<file path="config.mk">
export PLATFORM = sky130hd
export DESIGN_NAME = branch_predictor_flat
export DESIGN_NICKNAME = d
export VERILOG_FILES = /design/src/rtl/branch_predictor_if.sv /design/src/rtl/branch_predictor.sv /design/src/flat_wrapper.sv
export SDC_FILE = /design/constraint.sdc
export NUM_CORES = 1
export LEC_CHECK = 0
export ABC_AREA = 0
export ABC_CLOCK_PERIOD_IN_PS = 3600
export BUFFER_PORTS_ARGS = -buffer_cell sky130_fd_sc_hd__buf_2
export CAP_MARGIN = 20
export CORE_ASPECT_RATIO = 0.8
export CORE_UTILIZATION = 50
export CTS_CLUSTER_DIAMETER = 30
export CTS_CLUSTER_SIZE = 30
export DETAILED_ROUTE_END_ITERATION = 8
export PLACE_DENSITY = 0.77
export SLEW_MARGIN = 20
export SYNTH_ARGS = -nofsm -noshare
export SYNTH_HDL_FRONTEND = slang
export SYNTH_SLANG_ARGS = --single-unit
</file>
<file path="constraint.sdc">
create_clock -name clk -period 3.6 [get_ports clk]
set_clock_uncertainty 0.1 [all_clocks]
set_input_delay 0.54 -clock clk [delete_from_list [all_inputs] [get_ports clk]]
set_output_delay 0.54 -clock clk [all_outputs]
set_load 0.05 [all_outputs]
</file>
<file path="src/rtl/branch_predictor_if.sv">
// ============================================================================
// Module      : branch_predictor_if
// Description : Lookup/update/statistics bundle between pipeline and predictor.
// Revision    : 1.0
// ============================================================================
`default_nettype none

interface branch_predictor_if #(
    parameter int PC_WIDTH  = 64,
    parameter int CNT_WIDTH = 32
);
    logic [PC_WIDTH-1:0]  fetch_pc;
    logic                 prediction;
    logic                 update_valid;
    logic [PC_WIDTH-1:0]  update_pc;
    logic                 branchtaken;
    logic                 update_prediction;
    logic                 mispredict;
    logic [CNT_WIDTH-1:0] branch_count;
    logic [CNT_WIDTH-1:0] mispredict_count;

    modport master (
        output fetch_pc,
        output update_valid,
        output update_pc,
        output branchtaken,
        output update_prediction,
        input  prediction,
        input  mispredict,
        input  branch_count,
        input  mispredict_count
    );

    modport slave (
        input  fetch_pc,
        input  update_valid,
        input  update_pc,
        input  branchtaken,
        input  update_prediction,
        output prediction,
        output mispredict,
        output branch_count,
        output mispredict_count
    );
endinterface

`default_nettype wire

</file>
<file path="src/rtl/branch_predictor.sv">
// ============================================================================
// Module      : branch_predictor
// Description : Direct-mapped BHT of 2-bit saturating counters with
//               registered mispredict flag and saturating statistics.
// Revision    : 1.0
// ============================================================================
`default_nettype none

module branch_predictor #(
    parameter int PC_WIDTH   = 64,
    parameter int INDEX_BITS = 6,
    parameter int CNT_WIDTH  = 32
) (
    input  wire               clk,
    input  wire               rst,
    branch_predictor_if.slave bp
);
    localparam int         ENTRIES   = 1 << INDEX_BITS;
    localparam logic [1:0] C_WEAK_NT = 2'b01;
    localparam logic [1:0] C_STRONG_T  = 2'b11;
    localparam logic [1:0] C_STRONG_NT = 2'b00;

    logic [1:0]            bht_q [ENTRIES];
    logic [1:0]            bht_d;
    logic [INDEX_BITS-1:0] fetch_idx;
    logic [INDEX_BITS-1:0] upd_idx;
    logic                  mispredict_q;
    logic                  mispredict_d;
    logic [CNT_WIDTH-1:0]  branch_count_q;
    logic [CNT_WIDTH-1:0]  branch_count_d;
    logic [CNT_WIDTH-1:0]  mispredict_count_q;
    logic [CNT_WIDTH-1:0]  mispredict_count_d;

    assign fetch_idx = bp.fetch_pc[INDEX_BITS+1:2];
    assign upd_idx   = bp.update_pc[INDEX_BITS+1:2];

    // Lookup reads registered state only, so a same-cycle update is not bypassed.
    assign bp.prediction       = bht_q[fetch_idx][1];
    assign bp.mispredict       = mispredict_q;
    assign bp.branch_count     = branch_count_q;
    assign bp.mispredict_count = mispredict_count_q;

    always_comb begin
        bht_d              = C_WEAK_NT;
        mispredict_d       = 1'b0;
        branch_count_d     = branch_count_q;
        mispredict_count_d = mispredict_count_q;
        if (bp.update_valid) begin
            bht_d = bht_q[upd_idx];
            if (bp.branchtaken) begin
                if (bht_d != C_STRONG_T) bht_d = bht_d + 2'b01;
            end else begin
                if (bht_d != C_STRONG_NT) bht_d = bht_d - 2'b01;
            end
            mispredict_d = (bp.branchtaken != bp.update_prediction);
            if (branch_count_q != {CNT_WIDTH{1'b1}})
                branch_count_d = branch_count_q + CNT_WIDTH'(1);
            if (mispredict_d && (mispredict_count_q != {CNT_WIDTH{1'b1}}))
                mispredict_count_d = mispredict_count_q + CNT_WIDTH'(1);
        end
    end

    always_ff @(posedge clk) begin
        if (rst) begin
            for (int i = 0; i < ENTRIES; i++) bht_q[i] <= C_WEAK_NT;
            mispredict_q       <= 1'b0;
            branch_count_q     <= '0;
            mispredict_count_q <= '0;
        end else begin
            if (bp.update_valid) bht_q[upd_idx] <= bht_d;
            mispredict_q       <= mispredict_d;
            branch_count_q     <= branch_count_d;
            mispredict_count_q <= mispredict_count_d;
        end
    end
endmodule

`default_nettype wire

</file>
<file path="src/flat_wrapper.sv">
// flat-port wrapper written by rule: the top's interface ports become plain ports
module branch_predictor_flat 
#(
    parameter int PC_WIDTH   = 64,
    parameter int INDEX_BITS = 6,
    parameter int CNT_WIDTH  = 32
)
  (clk, rst, bp_fetch_pc, bp_update_valid, bp_update_pc, bp_branchtaken, bp_update_prediction, bp_prediction, bp_mispredict, bp_branch_count, bp_mispredict_count);
  branch_predictor_if #(.PC_WIDTH(PC_WIDTH), .CNT_WIDTH(CNT_WIDTH)) bp_i ();
  input  wire clk;
  input  wire rst;
  input wire logic [$bits(bp_i.fetch_pc)-1:0] bp_fetch_pc;
  input wire logic [$bits(bp_i.update_valid)-1:0] bp_update_valid;
  input wire logic [$bits(bp_i.update_pc)-1:0] bp_update_pc;
  input wire logic [$bits(bp_i.branchtaken)-1:0] bp_branchtaken;
  input wire logic [$bits(bp_i.update_prediction)-1:0] bp_update_prediction;
  output wire logic [$bits(bp_i.prediction)-1:0] bp_prediction;
  output wire logic [$bits(bp_i.mispredict)-1:0] bp_mispredict;
  output wire logic [$bits(bp_i.branch_count)-1:0] bp_branch_count;
  output wire logic [$bits(bp_i.mispredict_count)-1:0] bp_mispredict_count;
  assign bp_i.fetch_pc = bp_fetch_pc;
  assign bp_i.update_valid = bp_update_valid;
  assign bp_i.update_pc = bp_update_pc;
  assign bp_i.branchtaken = bp_branchtaken;
  assign bp_i.update_prediction = bp_update_prediction;
  assign bp_prediction = bp_i.prediction;
  assign bp_mispredict = bp_i.mispredict;
  assign bp_branch_count = bp_i.branch_count;
  assign bp_mispredict_count = bp_i.mispredict_count;
  branch_predictor #(.PC_WIDTH(PC_WIDTH), .INDEX_BITS(INDEX_BITS), .CNT_WIDTH(CNT_WIDTH)) u_core (.clk(clk), .rst(rst), .bp(bp_i));
endmodule
</file>
# Word-level counts from Yosys, hierarchy flattened
# Memories as Yosys holds them, arrays and structs flattened.
# Index checks and enable logic that the tools add are counted.
# W data, S select, Z words.
[op_classes]
n_lt_le_gt_ge = 0
n_mux = 12
shifts = 0
n_bitwise = 1
div = 0
addsub = 4
mul = 0
eq_ne = 4
n_reduce_logical = 6
[ops]
columns = ["operator", "n"]
rows = [
  ["$add A32 B1 Y32 const B", 2],
  ["$ne A32 B32 Y1 const B", 2],
  ["$mux W2", 5],
  ["$mux W1", 6],
  ["$mux W6", 1],
  ["$reduce_and A2 Y1", 2],
  ["$reduce_or A2 Y1", 2],
  ["$add A2 B1 Y2 const B", 1],
  ["$ne A2 B2 Y1 const B", 1],
  ["$reduce_bool A2 Y1", 1],
  ["$sub A2 B1 Y2 const B", 1],
  ["$logic_and A1 B1 Y1", 1],
  ["$ne A1 B1 Y1", 1],
  ["$not A1 Y1", 1],
]
[word_totals]
rom_bits = 0
out_inout_bits = 66
latchBits = 0
elab_cells = 31
register_bits = 65
inputBits = 133
ram_bits = 128
mem_count = 1
[mem_list]
columns = ["memory", "words", "width", "read_ports", "rd_clocked_by_memory_dff", "write_ports", "line", "source"]
rows = [
  ["u_core.bht_q", 64, 2, 2, 0, 64, "branch_predictor.sv:23", "logic [1:0] bht_q [ENTRIES];"],
]

# Logic depth before layout (Yosys ltp)
# Gate-level depths: netlist of the first run.
# An unclocked memory read counts as a cell.
[logic_depth]
word_depth = 6
depth_mapped = 13

# Worst setup path before layout of the first run
# No wires, ideal clock.
[synth_timing]
kind = "input to output"
from = "in bp_fetch_pc[2]"
to = "out bp_prediction"
arrival_time_ps = 3111
setup_slack_ps = -151
path_buffers = 2
path_stages = 5
path_cell_list = "clkbuf_1 -> buf_1 -> mux4_2 -> mux4_2 -> mux4_2"
[synth_between]
elab_chain_cells = 1
[synth_lines]
columns = ["element", "line", "source"]
rows = [
  ["start, declared", "flat_wrapper.sv:12", "input wire logic [$bits(bp_i.fetch_pc)-1:0] bp_fetch_pc;"],
  ["$mem_v2 Z64 W2", "n/a", ""],
  ["end, declared", "flat_wrapper.sv:17", "output wire logic [$bits(bp_i.prediction)-1:0] bp_prediction;"],
]
# No other way between the ends.

# Final worst setup path of the first run
[layout_timing]
from = "in bp_fetch_pc[3]"
to = "out bp_prediction"
# Same word-level chain as after synthesis.

==> flow_metrics.py, run 1 <==
metrics = {
    "route": {
        "routedWlPerCell_um": 20.00,
        "drt-total-wl_mm": 26.54,
        "drt_pre_antenna_iters": 6,
        "drc": 0,
        "drt_iter0_markers": 888,
        "vias": 7996,
        "antenna_left": 0,
        "drt-vias-per-instance": 6.026,
    },
    "hold_path": {
        "hp-class": "input pin to register",
    },
    "final_layout": {
        "design_area_mm2": 0.01169,
        "antenna_cells": 0,
        "area_growth_pct": 14.80,
        "post-route-util_pct": 58.85,
        "layout.nets": 1185,
        "nFillCells": 1632,
        "drive_above_1_share_pct": 24.27,
        "fin_cells": 1327,
    },
    "pwr": {
        "leakagePower_nw": 4.100,
        "swShare_pct": 25.78,
        "p_seq_share_pct": 49.6,
        "clkPwrFrac_pct": 39.6,
        "switching_power_w": 0.001253,
        "ir_drop_mv": 0.3595,
        "internal_power_w": 0.003608,
        "power_frac_comb_pct": 10.8,
        "powerDensity_mw_per_mm2": 416.0,
    },
    "synth": {
        "yosys_most_used_dff": "edfxtp_1",
        "ys_warn_count": 0,
        "synth_seq_cells": 193,
        "syn-cell-area_mm2": 0.01018,
        "async_flop_share_pct": 0,
        "synth_top_cells_by_area": "edfxtp_1 38%, dfxtp_1 13%, mux4_2 6.6%",
        "ys_types": 60,
        "synth_fp_nets": 1104,
        "yosysSeqAreaShare_pct": 50.55,
        "syn_inst": 969,
        "avgSynthCellArea_um2": 10.50,
        "synth_edf_count": 128,
        "synth_area_leader_cell": "edfxtp_1",
        "synth_top_area_share_pct": 37.76,
    },
    "clocking": {
        "clk_pin_slew_ns": 0.07,
        "post_cts_buffers": 0,
        "cts_tree": "done",
        "cts_resized": 0,
        "cts_inserted_buffers": 17,
        "htreeDepth": 4,
        "clock_path_buffers": 2,
        "clk_latency_ns": 0.44,
        "cts-root-buf": "clkbuf_16",
        "cts.sinks": 193,
        "ctsHoldBuffers": 0,
    },
    "critical_path": {
        "crit_arrival_ns": 2.67,
        "r2r_start": "u_core.bht_q[46][1]",
        "critPathLaunch": "bp_fetch_pc[3]",
        "crit_end": "bp_prediction",
        "crit_required_ns": 2.96,
        "slowest_delay_ns": 0.53,
        "crit_cells": 5,
        "path_cells": "buf_2 -> mux4_2 -> mux4_2 -> mux4_2 -> buf_2",
        "crit_path_end_kind": "output port",
        "reg2reg_to": "u_core.bht_q[4][1]",
        "cpLargestDelayFamily": "multiplexers",
        "r2r_slack_ns": 0.33,
        "crit_slowest_cell": "mux4_2",
        "path_max_fanout": 16,
        "cp.buffers_inverters": 2,
        "crit_type": "input pin to output port",
        "reg2reg_depth": 8,
        "start_kind": "input pin",
        "cp_common_cell": "mux4_2",
    },
    "place": {
        "hpwl_mm": 18.14,
        "dp.cells": 1295,
        "port-buffer-count": 82,
        "placed_area_mm2": 0.01109,
        "pre_cts_ws_ns": -0.09075,
        "gp_congestion": 0.9191,
    },
    "die": {
        "die-area_mm2": 0.02094,
        "start_util_pct": 51.26,
        "io-pin-count": 199,
        "core-area_mm2": 0.01986,
        "die_w_um": 161.5,
        "rows": 46,
        "die_h_um": 129.6,
    },
    "sta": {
        "final.min_clock_period_ns": 3.310,
        "hold_viol_final": 0,
        "slew_headroom_pct": 34.25,
        "setup_slack_ns": 0.2903,
        "setup_viol_count_final": 0,
        "finalCritPeriodShare_pct": 91.94,
        "hold_ws_ns": 0.3906,
        "clock.fmax_ghz": 0.3021,
        "slew_violations": 0,
        "worst_slew_pin_slew_ns": 0.9804,
        "rsz0062_at_grt": "false",
    },
    "global_routing": {
        "antenna_found_initial": 0,
        "grt_max_degree": 93,
        "grt_pass1_wl_mm": 41.00,
        "overflow": 0,
        "grt_pass1_vias": 7313,
        "grt_usage_pct": 25.85,
    },
    "flow_run": {
        "maxCapViolCount": 0,
    },
    "outcome": {
        "status": "finished, final reports clean",
    },
}
-- cell type report --
cell class	count	area [µm²]	share of cell area (%)
sequential	193	5145	44.03
multi-input combinational	699	4695	40.18
timing repair buffer	128	883.3	7.560
clock buffer	18	450.4	3.855
tap	264	330.3	2.827
clock inverter	14	140.1	1.199
inverter	11	41.29	0.3534
-- power groups by stage --
stage | registers (W) | logic, W | clock network [W]
floorplan | 0.00247 | 0.000314 | 0
global placement | 0.00246 | 0.000507 | 0
detailed placement | 0.00246 | 0.000516 | 0
CTS | 0.00241 | 0.000519 | 0.00194
global route | 0.00241 | 0.000554 | 0.00202
finish | 0.00241 | 0.000524 | 0.00193
-- cells by family after synthesis --
logic type | Yosys count | synth area share [%]
AOI/OAI and AO/OA | 135 | 9.625
xor gates and xnor gates | 58 | 4.991
adders and majority gates | 3 | 0.3442
muxes | 59 | 9.539
DFF | 193 | 50.55
buffers and inverters | 77 | 3.393
and+or+nand+nor | 444 | 21.56
-- layout by cell type, fill, tap and decap left out, types with 6 or more instances in the layout --
cell type	Yosys	layout
a21oi_1	17	17
edfxtp_1	128	128
nor2b_1	7	7
buf_2	15	81
nand3b_1	6	6
xor2_1	38	38
xnor2_1	20	20
clkbuf_16	0	18
or2_2	56	56
dfxtp_1	65	65
inv_1	11	11
a21boi_1	12	12
nand2_1	100	100
a221oi_1	6	6
buf_12	0	10
nand2b_1	9	9
mux2i_1	25	25
a21boi_0	42	42
nor2_1	132	132
nor3_1	13	13
a211oi_1	13	12
buf_4	8	37
mux4_2	30	30
nand4_1	20	20
and2_1	6	6
nand3_1	40	40
o21ai_0	10	10
and3_1	18	18
or3_1	10	10
and4_1	6	6
-- registers in the layout (all words and copies together), names as in the netlist --
| register | flops |
|---|---|
| u_core.bp.mispredict_count | 32 |
| u_core.bp.mispredict | 1 |
| u_core.bp.branch_count | 32 |
| u_core.bht_q | 128 |
-- worst min-delay path, delay by kind of cell --
| family | cells | cell delay (ns) |
|---|---|---|
| compound gates | 1 | 0.06 |
| buf+inv | 1 | 0.17 |
| simple gates | 1 | 0.10 |
-- synthesized netlist by cell type, drive strengths merged, types with 4 or more instances --
| cell | count |
|---|---|
| or3 | 10 |
| mux2 | 4 |
| nand3 | 41 |
| a21oi | 17 |
| nor2 | 132 |
| and3 | 18 |
| nand4 | 20 |
| and2 | 6 |
| xor2 | 38 |
| a22oi | 4 |
| or2 | 57 |
| o21ai | 10 |
| nor4 | 4 |
| xnor2 | 20 |
| nor3 | 13 |
| a221oi | 6 |
| and4 | 6 |
| nor2b | 7 |
| nand2b | 9 |
| nand2 | 100 |
| mux2i | 25 |
| clkbuf | 38 |
| nand3b | 6 |
| inv | 11 |
| dfxtp | 65 |
| mux4 | 30 |
| o22ai | 5 |
| a21o | 5 |
| a221o | 4 |
| a21boi | 54 |
| edfxtp | 128 |
| buf | 28 |
| a211oi | 13 |
-- worst min path at each step --
| stage | start | to | slack [ns] | depth (start not counted) |
|---|---|---|---|---|
| global placement | u_core.bp.branch_count[1] | u_core.bp.branch_count[1] | 0.39 | 2 |
| detailed placement | u_core.bp.branch_count[26] | u_core.bp.branch_count[26] | 0.40 | 2 |
| finish | bp_update_valid | u_core.bp.branch_count[1] | 0.39 | 3 |
| global route | bp_update_valid | u_core.bp.branch_count[1] | 0.39 | 3 |
| CTS | bp_update_valid | u_core.bp.branch_count[1] | 0.37 | 3 |
| floorplan | u_core.bp.branch_count[1] | u_core.bp.branch_count[1] | 0.60 | 2 |
-- layer usage --
| layer | part of all wire [%] | routed length (µm) | GRT usage, % |
|---|---|---|---|
| met5 | 0 | 0 | 0 |
| met1 | 42 | 11230 | 36.75 |
| met4 | 2.2 | 592 | 8.269 |
| met3 | 9.8 | 2607 | 7.106 |
| met2 | 46 | 12110 | 38.41 |
-- per-stage QoR --
stage                     power, W  setup TNS [ns]
after floorplan           0.002779               0
after global placement    0.002964         -0.1693
after detailed placement  0.002976          -2.615
after CTS                 0.004864               0
after global routing      0.004986               0
final                     0.004861               0
(Power assumes the default switching activity.)
==> inputs of run 2 (changes only) <==
- ABC_CLOCK_PERIOD_IN_PS: 3600 -> 3740
- CTS_CLUSTER_DIAMETER: 30 -> default
- GPL_ROUTABILITY_DRIVEN: default -> 1
- PLACE_DENSITY: 0.77 -> 0.74
- clock period: 3.6 -> 3.74 ns (I/O delays scaled with it)
==> run 2 against run 1 <==
  * Via count fell by 1.1%
  * Sequential share of layout area rose by 0.15 points
  * Cell count down 0.15%
  * Combinational power fell by 6.5%
  * Worst hold slack better by 0.011 ns
  * Core utilization decreased by 0.20 points
  * Largest power group unchanged
==> flow_metrics.py, run 2 (synthesis results as in run 1) <==
metrics = {
    "outcome": {
        "status": "finished, final reports clean",
    },
    "sta": {
        "fin_tns_setup_ns": 0,
        "clock.fmax_ghz": 0.3009,
        "slew_violations": 0,
        "hold_viol_final": 0,
        "final.min_clock_period_ns": 3.323,
        "rsz0062_at_grt": "false",
        "worst_slew_pin_slew_ns": 0.9434,
        "finalCritPeriodShare_pct": 88.86,
        "setup_viol_count_final": 0,
        "slew_headroom_pct": 36.53,
    },
    "die": {
        "core-area_mm2": 0.01986,
        "die-area_mm2": 0.02094,
        "rows": 46,
        "io-pin-count": 199,
        "start_util_pct": 51.26,
        "die_w_um": 161.5,
        "die_h_um": 129.6,
    },
    "pwr": {
        "powerDensity_mw_per_mm2": 404.3,
        "ir_drop_mv": 0.2460,
        "leakagePower_nw": 4.075,
    },
    "critical_path": {
        "start_kind": "input pin",
        "crit_path_end_kind": "output port",
        "crit_required_ns": 3.08,
        "crit_type": "input pin to output port",
        "crit_arrival_ns": 2.66,
        "path_max_fanout": 16,
        "r2r_slack_ns": 0.54,
    },
    "global_routing": {
        "grt_pass1_vias": 7203,
        "grt_usage_pct": 25.66,
        "grt_max_degree": 79,
        "antenna_found_initial": 0,
        "grt_pass1_wl_mm": 40.65,
        "overflow": 0,
    },
    "route": {
        "drt_pre_antenna_iters": 5,
        "drt-total-wl_mm": 26.28,
        "routedWlPerCell_um": 19.83,
        "vias": 7910,
        "drc": 0,
        "drt-vias-per-instance": 5.970,
        "antenna_left": 0,
        "drt_iter0_markers": 793,
    },
    "clocking": {
        "cts_tree": "done",
        "cts_resized": 0,
        "clk_latency_ns": 0.43,
        "clock_path_buffers": 2,
        "cts.sinks": 193,
        "cts-root-buf": "clkbuf_16",
        "cts_inserted_buffers": 17,
        "clk_pin_slew_ns": 0.07,
        "post_cts_buffers": 0,
        "ctsHoldBuffers": 0,
        "htreeDepth": 4,
    },
    "final_layout": {
        "fin_cells": 1325,
        "layout.nets": 1183,
        "largest_register": "u_core.bht_q",
        "largest_reg_flops": 128,
        "layout_common_cells": "132 x nor2_1, 128 x edfxtp_1, 100 x nand2_1",
        "antenna_cells": 0,
        "layout_commonest_cell": "nor2_1",
        "area_growth_pct": 14.42,
        "drive_above_1_share_pct": 23.94,
    },
    "hold_path": {
        "hp-class": "input pin to register",
    },
    "place": {
        "port-buffer-count": 82,
        "hpwl_mm": 18.04,
        "gp_congestion": 0.9096,
        "dp.cells": 1293,
    },
    "flow_run": {
        "maxCapViolCount": 0,
    },
}
## run 2: cell types whose count changed in the layout (fill, tap and decap cells not counted), sizes merged
cell,before,now
inv,20,17
clkinv,3,4
bufinv,1,3
buf,128,126
## run 2: final timing paths
| path | from | to | cells after the start |
|---|---|---|---|
| worst max register to register | u_core.bht_q[40][1] | u_core.bht_q[2][1] | 8 |
| worst max-delay path | bp_fetch_pc[2] | bp_prediction | 6 |
| worst min-delay path | bp_update_prediction | u_core.bp.mispredict | 4 |
| worst min register to register | u_core.bp.branch_count[1] | u_core.bp.branch_count[1] | 2 |
## run 2: area by class of cell
cell class / instances / area, µm²
Fill cell: 1657 / 8210
Sequential cell: 193 / 5145
Multi-Input combinational cell: 699 / 4695
Timing Repair Buffer: 126 / 830.8
Clock buffer: 18 / 429.2
Tap cell: 264 / 330.3
Clock inverter: 14 / 175.2
Inverter: 11 / 41.29
## run 2: critical path: stages
cell and delay (ns):
buf_2 0.11, buf_12 0.19, mux4_2 0.58, mux4_2 0.53
mux4_2 0.46, buf_2 0.22
## run 2: per-stage QoR
stage | total power [W] | cell area [µm²] | utilization (%) | hold slack [ns] | setup WS [ns]
CTS | 0.004720 | 11640 | 58.63 | 0.3947 | 0.4172
detailed placement | 0.002849 | 11040 | 55.58 | 0.4059 | 0.02616
global placement | 0.002841 | 11040 | 55.58 | 0.3934 | 0.1186
global route | 0.004841 | 11650 | 58.65 | 0.4168 | 0.3152
finish | 0.004708 | 11650 | 58.65 | 0.4012 | 0.4167
floorplan | 0.002675 | 10180 | - | 0.6017 | 0.1923
## run 2: metal layers
metal	part of all wire [%]	track usage [%]
met5	0	0
met2	45	38.18
met4	1.8	6.770
met1	43	37.00
met3	10	6.946
## run 2: where the power goes
| group | internal (W) | total (W) | switching [W] |
|---|---|---|---|
| clock | 0.00106 | 0.00190 | 0.000834 |
| sequential | 0.00230 | 0.00232 | 0.0000218 |
| combinational | 0.000180 | 0.000490 | 0.000310 |
==> inputs of run 3 (changes only) <==
- RECOVER_POWER: default -> 25
==> run 3 against run 2 <==
  * The run now ends with max-capacitance violations, max-slew violations left
  * Clock power barely moved
  * Register-to-register slack barely moved
  * Global-route usage did not move
  * Flip-flop and latch count did not move
  * Non-clock buffer count did not move
  * Worst hold slack improved by 0.0042 ns
  * First-iteration DRC count rose by 5.7%
  * Final area fell by 0.86%
  * Worst setup slack got worse by 0.056 ns
  * Largest cell class unchanged
  * Largest power group unchanged
==> flow_metrics.py, run 3 (synthesis results as in run 1) <==
metrics = {
    "outcome": {
        "violations": "max-capacitance violations, max-slew violations",
        "status": "complete, but fails checks",
    },
    "place": {
        "placed_area_mm2": 0.01104,
        "pre_cts_ws_ns": 0.02616,
        "port-buffer-count": 82,
        "gp_congestion": 0.9096,
        "hpwl_mm": 18.04,
    },
    "clocking": {
        "cts_tree": "done",
        "cts_inserted_buffers": 17,
        "cts.sinks": 193,
        "ctsHoldBuffers": 0,
        "htreeDepth": 4,
        "cts_resized": 0,
        "cts-root-buf": "clkbuf_16",
        "post_cts_buffers": 0,
        "clock_path_buffers": 2,
        "clk_latency_ns": 0.44,
        "clk_pin_slew_ns": 0.07,
    },
    "route": {
        "antenna_left": 0,
        "drc": 0,
        "routedWlPerCell_um": 19.98,
        "vias": 7895,
        "drt_iter0_markers": 838,
        "drt-total-wl_mm": 26.48,
        "drt-vias-per-instance": 5.958,
        "drt_pre_antenna_iters": 7,
    },
    "global_routing": {
        "grt_max_degree": 79,
        "grt_usage_pct": 25.66,
        "grt_pass1_vias": 7203,
        "antenna_found_initial": 0,
        "grt_pass1_wl_mm": 40.65,
        "overflow": 0,
    },
    "final_layout": {
        "layout_common_cells": "132 x nor2_1, 128 x edfxtp_1, 100 x nand2_1",
        "drive_above_1_share_pct": 17.34,
        "largest_reg_flops": 128,
        "antenna_cells": 0,
        "layout_commonest_cell": "nor2_1",
        "layout.nets": 1183,
        "post-route-util_pct": 58.15,
        "area_growth_pct": 13.44,
        "largest_register": "u_core.bht_q",
        "design_area_mm2": 0.01155,
    },
    "critical_path": {
        "path_cells": "clkbuf_1 -> buf_12 -> buf_4 -> nor2b_1 -> a211oi_1 -> a211oi_1 -> or4_1 -> or4_4 -> o211ai_4 -> buf_4 -> a21boi_0",
        "cpLargestDelayFamily": "simple AND/OR/NAND/NOR gates",
        "crit_slowest_cell": "or4_1",
        "reg2reg_to": "u_core.bht_q[2][1]",
        "r2r_slack_ns": 0.54,
        "crit_cells": 11,
        "crit_arrival_ns": 3.44,
        "r2r_start": "u_core.bht_q[40][1]",
        "crit_end": "u_core.bht_q[2][1]",
        "cp.buffers_inverters": 4,
        "crit_path_end_kind": "register",
        "path_max_fanout": 19,
        "reg2reg_depth": 8,
        "crit_required_ns": 3.80,
        "crit_type": "input pin to register",
        "slowest_delay_ns": 0.61,
        "critPathLaunch": "bp_update_pc[4]",
        "start_kind": "input pin",
    },
    "die": {
        "die-area_mm2": 0.02094,
        "die_h_um": 129.6,
        "io-pin-count": 199,
        "die_w_um": 161.5,
        "start_util_pct": 51.26,
        "rows": 46,
        "core-area_mm2": 0.01986,
    },
    "pwr": {
        "powerDensity_mw_per_mm2": 408.2,
        "leakagePower_nw": 3.773,
        "ir_drop_mv": 0.2478,
        "p_total_w": 0.004713,
    },
    "sta": {
        "setup_viol_count_final": 0,
        "setup_slack_ns": 0.3610,
        "slew_violations": 79,
        "hold_viol_final": 0,
        "slew_headroom_pct": -4.955,
        "worst_slew_pin_slew_ns": 1.574,
        "final.min_clock_period_ns": 3.379,
        "fin_tns_setup_ns": 0,
        "finalCritPeriodShare_pct": 90.35,
        "rsz0062_at_grt": "false",
        "clock.fmax_ghz": 0.2959,
    },
    "flow_run": {
        "maxCapViolCount": 1,
    },
    "hold_path": {
        "hp-class": "input pin to register",
    },
}
==> run 3: cell count changes in the layout (fill, tap and decap cells not counted), sizes merged <==
cell    previous run  this run
buf              126        55
clkbuf            18        89
==> run 3: worst min-delay path by stage <==
| stage | cells after the start | slack [ns] | endpoint | from |
|---|---|---|---|---|
| 2_1_floorplan | 2 | 0.60 | u_core.bp.branch_count[1] | u_core.bp.branch_count[1] |
| 3_3_place_gp | 2 | 0.39 | u_core.bp.branch_count[30] | u_core.bp.branch_count[30] |
| 3_5_place_dp | 2 | 0.41 | u_core.bp.branch_count[1] | u_core.bp.branch_count[1] |
| 4_1_cts | 3 | 0.39 | u_core.bp.branch_count[1] | bp_update_valid |
| 5_1_grt | 3 | 0.42 | u_core.bp.branch_count[1] | bp_update_valid |
| 6_report | 4 | 0.41 | u_core.bp.mispredict | bp_update_prediction |
==> run 3: worst register-to-register path: stages (launching register included) <==
cell	delay (ns)
edfxtp_1	0.41
mux4_2	0.48
mux2i_1	0.20
nor2_1	0.06
or4_1	0.53
or4_4	0.48
o211ai_4	0.21
buf_4	0.29
a21boi_0	0.17
==> run 3: layout make-up <==
type | instances | area [µm²]
Clock buffer | 18 | 429.2
Clock inverter | 14 | 175.2
Fill cell | 1685 | 8310
Inverter | 11 | 41.29
Multi-Input combinational cell | 699 | 4695
Sequential cell | 193 | 5145
Tap cell | 264 | 330.3
Timing Repair Buffer | 126 | 730.7
==> run 3: report_power, final <==
group / switching [W] / leakage [nW] / internal (W)
clock: 0.000840 / 0.295 / 0.00107
combinational: 0.000312 / 1.84 / 0.000177
sequential: 0.0000220 / 1.63 / 0.00230
total: 0.00117 / 3.77 / 0.00354
==> run 3: per-layer routing <==
metal | GRT usage [%] | wire length, µm | vias up
met5 | 0 | 0 | -
met4 | 6.770 | 426 | 0
met3 | 6.946 | 2680 | 44
met2 | 38.18 | 11820 | 362
met1 | 37.00 | 11550 | 3829
li1 | - | - | 3660
==> run 3: metrics by stage <==
stage / hold slack (ns) / instances
global route: 0.4168 / 1325
detailed placement: 0.4059 / 1293
floorplan: 0.6017 / 969
CTS: 0.3947 / 1325
finish: 0.4055 / 1325
global placement: 0.3934 / 1293
